`config.mk`:
```
export PLATFORM = sky130hd
export DESIGN_NAME = pipe_trace_capture_flat
export DESIGN_NICKNAME = d
export VERILOG_FILES = /design/src/rtl/pipe_trace_capture_if.sv /design/src/rtl/pipe_trace_capture.sv /design/src/flat_wrapper.sv
export SDC_FILE = /design/constraint.sdc
export NUM_CORES = 2
export LEC_CHECK = 0
export ABC_CLOCK_PERIOD_IN_PS = 7900
export CORE_MARGIN = 2
export CORE_UTILIZATION = 55
export CTS_CLUSTER_SIZE = 24
export DETAILED_ROUTE_END_ITERATION = 8
export GPL_TIMING_DRIVEN = 1
export PLACE_DENSITY_LB_ADDON = 0.12
export SYNTH_ARGS = -nofsm -noshare
export SYNTH_HDL_FRONTEND = slang
export SYNTH_SLANG_ARGS = --single-unit
```
`constraint.sdc`:
```
create_clock -name clk -period 7.9 [get_ports clk]
set_input_delay 0.79 -clock clk [delete_from_list [all_inputs] [get_ports clk]]
set_output_delay 0.79 -clock clk [all_outputs]
set_load 0.1 [all_outputs]
```
`src/rtl/pipe_trace_capture_if.sv`:
```
// Read-out beat stream of the retirement-trace capture block.
// The master drives beats; the slave (host reader) drives out_ready.
interface pipe_trace_capture_if;
    logic        out_valid;
    logic        out_ready;
    logic [31:0] out_data;
    logic        out_last;

    modport master (output out_valid, output out_data, output out_last, input out_ready);
    modport slave  (input out_valid, input out_data, input out_last, output out_ready);
endinterface

```
`src/rtl/pipe_trace_capture.sv`:
```
// Retirement-trace capture: aligns pc/inst taps with their write-back result, buffers records
// in a FIFO and streams them as 32-bit beats. Define TRACE_REG28_EN for a fourth reg28 beat.
module pipe_trace_capture #(
    parameter int unsigned WB_LAG = 3,
    parameter int unsigned DEPTH  = 16
) (
    input  logic                    clk,
    input  logic                    rst,
    input  logic                    cap_en,
    input  logic [31:0]             pc,
    input  logic [31:0]             inst,
    input  logic [31:0]             walu,
    input  logic [31:0]             reg28,
    pipe_trace_capture_if.master    bus,
    output logic [$clog2(DEPTH):0]  fifo_count,
    output logic [15:0]             drop_cnt,
    output logic                    overflow
);
    localparam int unsigned AW = $clog2(DEPTH);
    localparam int unsigned CW = AW + 1;
`ifdef TRACE_REG28_EN
    localparam int unsigned NBEATS = 4;
`else
    localparam int unsigned NBEATS = 3;
`endif
    localparam int unsigned RW = 32 * NBEATS;

    typedef struct packed {
        logic        valid;
        logic [31:0] pc;
        logic [31:0] inst;
    } stage_t;

    stage_t          al [WB_LAG];
    logic [RW-1:0]   mem [DEPTH];
    logic [AW-1:0]   wr_ptr;
    logic [AW-1:0]   rd_ptr;
    logic [1:0]      beat;

    logic [RW-1:0]   rec_c;
    logic [RW-1:0]   head_c;
    logic [31:0]     data_c;
    logic [AW-1:0]   rd_ptr_n_c;
    logic [1:0]      beat_n_c;
    logic            hs_c, pop_c, full_c, push_req_c, drop_c, push_c;

    // Record is packed so that beat k occupies bits [32k+31:32k].
`ifdef TRACE_REG28_EN
    assign rec_c = {reg28, walu, al[WB_LAG-1].inst, al[WB_LAG-1].pc};
`else
    assign rec_c = {walu, al[WB_LAG-1].inst, al[WB_LAG-1].pc};
    logic unused_reg28_c;
    assign unused_reg28_c = ^reg28;
`endif

    // Aligner: delays each sample until its write-back result is on walu.
    always_ff @(posedge clk or posedge rst) begin
        if (rst) begin
            for (int i = 0; i < int'(WB_LAG); i++) al[i] <= '0;
        end else begin
            al[0] <= {cap_en, pc, inst};
            for (int i = 1; i < int'(WB_LAG); i++) al[i] <= al[i-1];
        end
    end

    always_comb begin
        hs_c       = bus.out_valid & bus.out_ready;
        pop_c      = hs_c & (beat == 2'(NBEATS - 1));
        full_c     = (fifo_count == CW'(DEPTH));
        push_req_c = al[WB_LAG-1].valid;
        drop_c     = push_req_c & full_c & ~pop_c;
        push_c     = push_req_c & ~drop_c;
        rd_ptr_n_c = pop_c ? rd_ptr + AW'(1) : rd_ptr;
        beat_n_c   = beat;
        if (hs_c) beat_n_c = pop_c ? 2'd0 : beat + 2'd1;
    end

    // Next beat is selected from the post-edge head so records follow each other without a bubble.
    always_comb begin
        head_c = mem[rd_ptr_n_c];
        data_c = '0;
        case (beat_n_c)
            2'd0:    data_c = head_c[31:0];
            2'd1:    data_c = head_c[63:32];
            2'd2:    data_c = head_c[95:64];
`ifdef TRACE_REG28_EN
            default: data_c = head_c[127:96];
`else
            default: data_c = '0;
`endif
        endcase
    end

    always_ff @(posedge clk) begin
        if (push_c) mem[wr_ptr] <= rec_c;
    end

    always_ff @(posedge clk or posedge rst) begin
        if (rst) begin
            wr_ptr        <= '0;
            rd_ptr        <= '0;
            beat          <= '0;
            fifo_count    <= '0;
            drop_cnt      <= '0;
            overflow      <= 1'b0;
            bus.out_valid <= 1'b0;
            bus.out_data  <= '0;
            bus.out_last  <= 1'b0;
        end else begin
            if (push_c) wr_ptr <= wr_ptr + AW'(1);
            rd_ptr     <= rd_ptr_n_c;
            beat       <= beat_n_c;
            fifo_count <= fifo_count + CW'(push_c) - CW'(pop_c);
            if (drop_c) begin
                overflow <= 1'b1;
                if (drop_cnt != 16'hFFFF) drop_cnt <= drop_cnt + 16'd1;
            end
            // Only records stored before this edge are presented, giving the one-cycle push-to-beat latency.
            bus.out_valid <= (fifo_count - CW'(pop_c)) != '0;
            bus.out_data  <= data_c;
            bus.out_last  <= (beat_n_c == 2'(NBEATS - 1));
        end
    end
endmodule
```
`src/flat_wrapper.sv`:
```
// flat-port wrapper written by rule: the top's interface ports become plain ports
module pipe_trace_capture_flat 
#(
    parameter int unsigned WB_LAG = 3,
    parameter int unsigned DEPTH  = 16
)
  (clk, rst, cap_en, pc, inst, walu, reg28, fifo_count, drop_cnt, overflow, bus_out_valid, bus_out_data, bus_out_last, bus_out_ready);
  pipe_trace_capture_if bus_i ();
  input  logic clk;
  input  logic rst;
  input  logic cap_en;
  input  logic [31:0] pc;
  input  logic [31:0] inst;
  input  logic [31:0] walu;
  input  logic [31:0] reg28;
  output logic [$clog2(DEPTH):0] fifo_count;
  output logic [15:0] drop_cnt;
  output logic overflow;
  output wire logic [$bits(bus_i.out_valid)-1:0] bus_out_valid;
  output wire logic [$bits(bus_i.out_data)-1:0] bus_out_data;
  output wire logic [$bits(bus_i.out_last)-1:0] bus_out_last;
  input wire logic [$bits(bus_i.out_ready)-1:0] bus_out_ready;
  assign bus_out_valid = bus_i.out_valid;
  assign bus_out_data = bus_i.out_data;
  assign bus_out_last = bus_i.out_last;
  assign bus_i.out_ready = bus_out_ready;
  pipe_trace_capture #(.WB_LAG(WB_LAG), .DEPTH(DEPTH)) u_core (.clk(clk), .rst(rst), .cap_en(cap_en), .pc(pc), .inst(inst), .walu(walu), .reg28(reg28), .bus(bus_i), .fifo_count(fifo_count), .drop_cnt(drop_cnt), .overflow(overflow));
endmodule
```
## After elaboration in Yosys (flattened, before gate mapping)

Memories as Yosys holds them, arrays and structs flattened.
Cells that the tools add are included.

- Register bits after elaboration: 261
- Latch bits: 0
- RAM bits: 1536
- Bits in read-only memories: 0
- Input port bits: 132
- Output and inout bits: 56
- Memories: 1

- Add/subtract/negate cells: 7
- Multiply operators: 0
- Div/mod/pow operators: 0
- Order comparisons: 0
- Equal/unequal tests: 5
- Shifts and indexed selects: 0
- Mux-type cells: 6
- Bitwise gates (word level): 7
- Reduce and logical (&&, ||, !) cells: 3

Memory list:

| name | words | width | rd ports | clocked after Yosys merged registers in | write ports | line | RTL |
|---|---|---|---|---|---|---|---|
| u_core.mem | 16 | 96 | 1 | 0 | 1 | pipe_trace_capture.sv:35 | `logic [RW-1:0] mem [DEPTH];` |

Operator list:

| kind | count |
|---|---|
| case mux 32 bit (3 select lines) | 1 |
| adder 16 x 1 -> 16 bit, second input constant | 1 |
| inequality test 16 bit, second input constant | 1 |
| subtractor 5 x 1 -> 5 bit | 2 |
| adder 4 x 1 -> 4 bit, second input constant | 2 |
| adder 5 x 1 -> 5 bit | 1 |
| bitwise AND 1 bit | 5 |
| == test 5 bit, second input constant | 1 |
| nonzero test 5 bit | 1 |
| == test 2 bit, second input constant | 2 |
| 2-to-1 mux 2 bit | 2 |
| 2-to-1 mux 4 bit | 1 |
| adder 2 x 1 -> 2 bit, second input constant | 1 |
| == test 2 x 1 -> 1 bit, second input constant | 1 |
| zero test 2 bit | 1 |
| 2-to-1 mux 1 bit | 2 |
| NOT 1 bit | 2 |
| AND reduction 2 bit | 1 |

## Logic depth before layout (Yosys ltp)

- Depth after elaboration: 8
- Mapped depth: 18
- Mapped depth without buffers: 13

## Worst setup path before layout

OpenSTA, ideal clock, no wires.

- Path kind: register to register
- From: reg u_core.bus.out_valid
- To: mem u_core.mem[0][0] in the netlist's numbering (enable)
- Library setup time: 465 ps
- Arrival: 4725 ps
- Path slack: 2710 ps
- Stages on the path, launching flop included: 10
- Buffers on the path: 3
- Clock period less this slack: 5190 ps
- Path through: dfrtp_1 nand4b_4 inv_2 buf_6 buf_6 nor3_1 nor2b_1 clkbuf_1 nor3b_1 and2_1

- Word-level cells in the longest chain between the ends: 8

RTL lines:

| item | line | RTL |
|---|---|---|
| from (decl) | pipe_trace_capture_if.sv:9 | `modport master (output out_valid, output out_data, output out_last, input out_ready);` |
| from (signal assigned) | pipe_trace_capture.sv:106 | `bus.out_valid <= 1'b0;` |
| from (signal assigned) | pipe_trace_capture.sv:119 | `bus.out_valid <= (fifo_count - CW'(pop_c)) != '0;` |
| bitwise AND 1 bit | pipe_trace_capture.sv:67 | `hs_c = bus.out_valid & bus.out_ready;` |
| bitwise AND 1 bit | pipe_trace_capture.sv:68 | `pop_c = hs_c & (beat == 2'(NBEATS - 1));` |
| NOT 1 bit | pipe_trace_capture.sv:71 | `drop_c = push_req_c & full_c & ~pop_c;` |
| bitwise AND 1 bit | pipe_trace_capture.sv:71 |  |
| NOT 1 bit | pipe_trace_capture.sv:72 | `push_c = push_req_c & ~drop_c;` |
| bitwise AND 1 bit | pipe_trace_capture.sv:72 |  |
| 2-to-1 mux 1 bit | pipe_trace_capture.sv:95 | `if (push_c) mem[wr_ptr] <= rec_c;` |
| 2-to-1 mux 1 bit (not written as such) | pipe_trace_capture.sv:95 |  |
| to (decl) | pipe_trace_capture.sv:35 |  |

Every way passes these cells.

## Worst setup path in the final report

- From: reg u_core.rd_ptr[1]
- To: reg u_core.bus.out_data[22]

- Word-level cells in the longest chain between the ends: 4

RTL lines:

| item | line | RTL |
|---|---|---|
| from (decl) | pipe_trace_capture.sv:37 | `logic [AW-1:0] rd_ptr;` |
| from (signal assigned) | pipe_trace_capture.sv:111 | `rd_ptr <= rd_ptr_n_c;` |
| adder 4 x 1 -> 4 bit | pipe_trace_capture.sv:73 | `rd_ptr_n_c = pop_c ? rd_ptr + AW'(1) : rd_ptr;` |
| 2-to-1 mux 4 bit * | pipe_trace_capture.sv:73 |  |
| memory read (16 x 96 bit) * | - |  |
| case mux 32 bit (3 select lines) * | pipe_trace_capture.sv:82 | `case (beat_n_c)` |
| named net u_core.data_c[22] | pipe_trace_capture.sv:42 | `logic [31:0] data_c;` |
| to (signal assigned) | pipe_trace_capture.sv:120 | `bus.out_data <= data_c;` |
| to (decl) | pipe_trace_capture_if.sv:9 |  |

The timed path passes the listed nets; every way through them passes the cells marked *.
A chain may end at the register's enable or synchronous reset.

==> results by stage <==
Detailed routing:
- The overall via count from detail_route is roughly 48000.
- The post-detailed-route count of antenna-violating nets is 0.
- For this run, the detailed router's first-pass iteration total came to 8.
- Summed over all layers, the routed wires come to 223000 um.
- The per-cell routed wire length is roughly 32 um.
- In this run, the number of DRC markers left after iteration 0 of detailed routing was 6936.
- The DRC violations left is 0.
- In the routed layout, each cell is associated on average with a via count of 6.96.

Place:
- Summed over all nets, the half-perimeter wirelength after detailed placement is 120000 um.
- At the end of routability-driven placement, the weighted congestion stood at slightly above 0.8.
- Port buffering added around 160 buffers.

Synth:
- The synthesized instance count is 4873.
- In this run, synthesis inferred 1536 flip-flops with an integrated enable.
- The average size of a mapped cell is 14.9 sq um.
- The synthesized netlist occupies a cell area of roughly 72000 sq um.
- After synthesis, the netlist uses 68 different library cells.
- Synthesis inferred between 1500 and 2000 register bits.
- For this run, the number of Yosys warnings is 0.
- The async set-reset flop share out of synthesis is 0.145.
- The part of the Yosys area used for sequential elements is 0.728.
- The primary flip-flop cell chosen by synthesis mapping is sky130_fd_sc_hd__edfxtp_1.
- Synthesis produced a netlist with a net count of ~5000.

Floorplan:
- The floorplan has 133 rows.
- The I/O pin count is between 150 and 200.
- The initial utilization of the core area, before any placement, comes to 0.553.
- From bottom edge to top edge, the die measures 367 um.
- After floorplanning, the core was sized to cover 131000 sq um.
- The die is roughly 370 um wide.
- The area of the die is 134000 sq um.

Timing:
- The final count of hold timing violations is 0.
- The worst path in the final design needs a cycle of 5.59 ns, including I/O delays and setup.
- The top achievable clock speed is roughly 180 MHz.
- The max-slew violation total from the final report came to 0.
- Setup violations remaining at the end of the flow were counted as 0.
- Measured against its own limit, the worst slew margin works out to 0.218.
- The transition time at the pin with the least slew margin is 1.17 ns.
- Setup repair after global routing left no endpoint under its margin.
- The smallest hold slack is 0.342 ns.
- The final period utilization is 0.707.
- The setup total negative slack is 0 ns.
- The worst setup skew after layout is 0.0332 ns.

Clock tree:
- The clock tree root buffer cell is sky130_fd_sc_hd__clkbuf_16.
- For this design, the CTS-stage hold fixing added 0 buffers.
- TritonCTS built the clock tree.
- The total of cells resized after clock tree synthesis is 0.
- The number of buffers on the longest clock path is 3.
- Counting the buffers created by CTS gives 182.
- Clock latency on the worst-skew pair, taken at its later pin, is 0.82 ns.
- Clock-pin slew was measured on the worst setup and hold paths at 0.06 ns.
- The total clock sinks is roughly 1800.
- The total setup buffers inserted after CTS is 0.
- The maximum level of the CTS H-tree is 4.

Critical path:
- The startpoint identified for the worst register-to-register timing path is u_core.rd_ptr[1].
- The depth of the worst register-to-register path is 10.
- The critical register-to-register path endpoint is u_core.bus.out_data[22].
- The slowest stage of the critical path is the sky130_fd_sc_hd__dfrtp_4 cell.
- STA classifies the critical path startpoint as a register.
- The critical path data arrival time is between 6 and 7 ns.
- The maximum single-stage delay on the critical path is 0.98 ns.
- For flop-to-flop paths, the worst setup slack is approximately 2.3 ns.
- The cell occurring most often along the worst timing path is sky130_fd_sc_hd__buf_4.
- Of all nets on the critical path, the largest fanout is 50.
- The category of the worst setup path capture point is a register.
- Traced cell by cell, the critical path runs through buf_4, buf_4, mux2i_4, inv_1, buf_4, a21oi_1, nand2_1, nand3_1, a31oi_1, a221o_1.
- The setup path with the least slack is of type register to register.
- The required time at the endpoint of the critical path is 8.59 ns.

GRT:
- The initial antenna violation count is 14.
- The pin count of the biggest net entering global routing is ~130.
- The global-route wire length before repair is ~320000 um.
- The total grt overflow is 0.
- The via count of the first global-routing pass came to ~46000.
- Across every metal layer, demand over resource in global routing totals 0.327.

Final layout:
- The area growth from synthesis to layout is 13.4%.
- In the final layout, the share of cells above drive strength 1 is 0.103.
- For this run, the post-layout net count is between 5000 and 6000.
- The filler cells instantiated in the layout total 9542.

Hold path:
- The worst hold path was traced through 0 stages.
- The classification of the worst-slack hold path is register to register.
- The path with the worst hold slack has its endpoint at u_core.al[75].
- The worst hold path startpoint is u_core.al[140].

Pwr:
- For this design the static power due to leakage is 27.5 nW.
- The power per cell area is 403 nW/um^2.
- VDD sags by at most approximately 0.00033 V.

Run status:
- The run finished with clean final reports.

Flow run:
- The max capacitance violation total is 0.
## metrics by stage
stage | cells | util | setup WS [ns] | power (mW) | cell area (sq um)
2_1_floorplan | 4873 | - | 2.71 | 19.8 | 72400
3_5_place_dp | 6535 | 0.581 | 2.56 | 24.4 | 76000
5_1_grt | 6882 | 0.626 | 2.35 | 34.1 | 82000
3_3_place_gp | 6535 | 0.581 | 2.59 | 24.2 | 76000
6_report | 6887 | 0.627 | 2.31 | 33.1 | 82100
4_1_cts | 6880 | 0.626 | 2.53 | 32.9 | 82000
## area by class of cell
type,count,area [sq um],area share
flip-flops and latches,1797,52700,0.642
repair buffers,293,2840,0.0346
multi-input cells,2656,18200,0.222
inverters,34,149,0.00181
clock buffers,263,5280,0.0643
well taps,1755,2200,0.0268
clock inverters,82,727,0.00886
diodes,7,17.5,0.000213
## worst max-delay path, delay by kind of cell (launching register included)
kind                   cells  cell delay [ns]
AND/OR/NAND/NOR            2             0.17
AO/OA/AOI/OAI              3             1.23
multiplexers               1             0.12
flip-flops                 1             0.98
buffers and inverters      4             2.86
## cell usage after synthesis (all sizes together), types with 131 or more instances
library cell | n | share of area
edfxtp | 1536 | 0.64
o22ai | 374 | 0.032
mux2i | 353 | 0.049
nand2 | 262 | 0.014
dfrtp | 261 | 0.090
o221ai | 242 | 0.029
clkbuf | 202 | 0.010
o21ai | 201 | 0.014
a21oi | 187 | 0.013
buf | 184 | 0.012
nand3 | 182 | 0.013
nor3 | 131 | 0.0091
## placed cells by master, fill, tap and decap left out, types with 41 or more instances in the layout
cell type and n:
sky130_fd_sc_hd__a22oi_1 49, sky130_fd_sc_hd__dfrtp_1 259, sky130_fd_sc_hd__o22ai_1 374, sky130_fd_sc_hd__mux2i_1 351, sky130_fd_sc_hd__buf_4 118, sky130_fd_sc_hd__clkdlybuf4s50_1 155, sky130_fd_sc_hd__nand3_1 182, sky130_fd_sc_hd__nor2_1 100
sky130_fd_sc_hd__clkbuf_16 189, sky130_fd_sc_hd__a221oi_1 44, sky130_fd_sc_hd__edfxtp_1 1536, sky130_fd_sc_hd__a211oi_1 49, sky130_fd_sc_hd__nor4_1 41, sky130_fd_sc_hd__a21oi_1 183, sky130_fd_sc_hd__o211ai_1 45, sky130_fd_sc_hd__clkbuf_1 47
sky130_fd_sc_hd__o221ai_1 242, sky130_fd_sc_hd__mux2_2 44, sky130_fd_sc_hd__nor3_1 131, sky130_fd_sc_hd__nand2_1 256, sky130_fd_sc_hd__o21ai_0 200
## worst max path at each step
stage | start | end | slack [ns] | depth (start not counted)
global placement | u_core.rd_ptr[1] | u_core.bus.out_data[0] | 2.59 | 9
finish | u_core.rd_ptr[1] | u_core.bus.out_data[22] | 2.31 | 10
CTS | u_core.rd_ptr[1] | u_core.bus.out_data[0] | 2.53 | 9
floorplan | u_core.bus.out_valid | u_core.mem[0][0] | 2.71 | 9
detailed placement | u_core.rd_ptr[1] | u_core.bus.out_data[0] | 2.56 | 9
global route | u_core.rd_ptr[1] | u_core.bus.out_data[15] | 2.35 | 8
## logic make-up after synthesis
family                     synth area share
muxes                                0.0575
and+or+nand+nor                      0.0547
adders and majority gates           0.00287
DFF                                   0.728
AOI/OAI and AO/OA                     0.130
buffers and inverters                0.0238
xor gates and xnor gates            0.00337
## routing by layer
metal	track usage	vias to the layer above	wire length (um)
li1	-	19900	-
met1	0.450	24300	85700
met5	0	-	52
met3	0.0652	513	23800
met4	0.140	6	9470
met2	0.511	3151	103000
## where the power goes
part / switching, mW / internal (mW) / total (mW) / leakage, nW
clock: 3.68 / 4.90 / 8.58 / 2.96
sequential: 0.555 / 11.3 / 11.9 / 16.9
combinational: 8.94 / 3.70 / 12.6 / 7.55
total: 13.2 / 19.9 / 33.1 / 27.5
## flip-flops by register name, summed over array words and instances, names as in the netlist
register	cells
u_core.bus.out_valid	1
u_core.beat	2
u_core.bus.out_last	1
u_core.mem	1536
u_core.rd_ptr	4
u_core.push_req_c	1
u_core.al	194
u_core.drop_cnt	16
u_core.overflow	1
u_core.wr_ptr	4
u_core.fifo_count	5
u_core.bus.out_data	32
(Power assumes the default switching activity.)
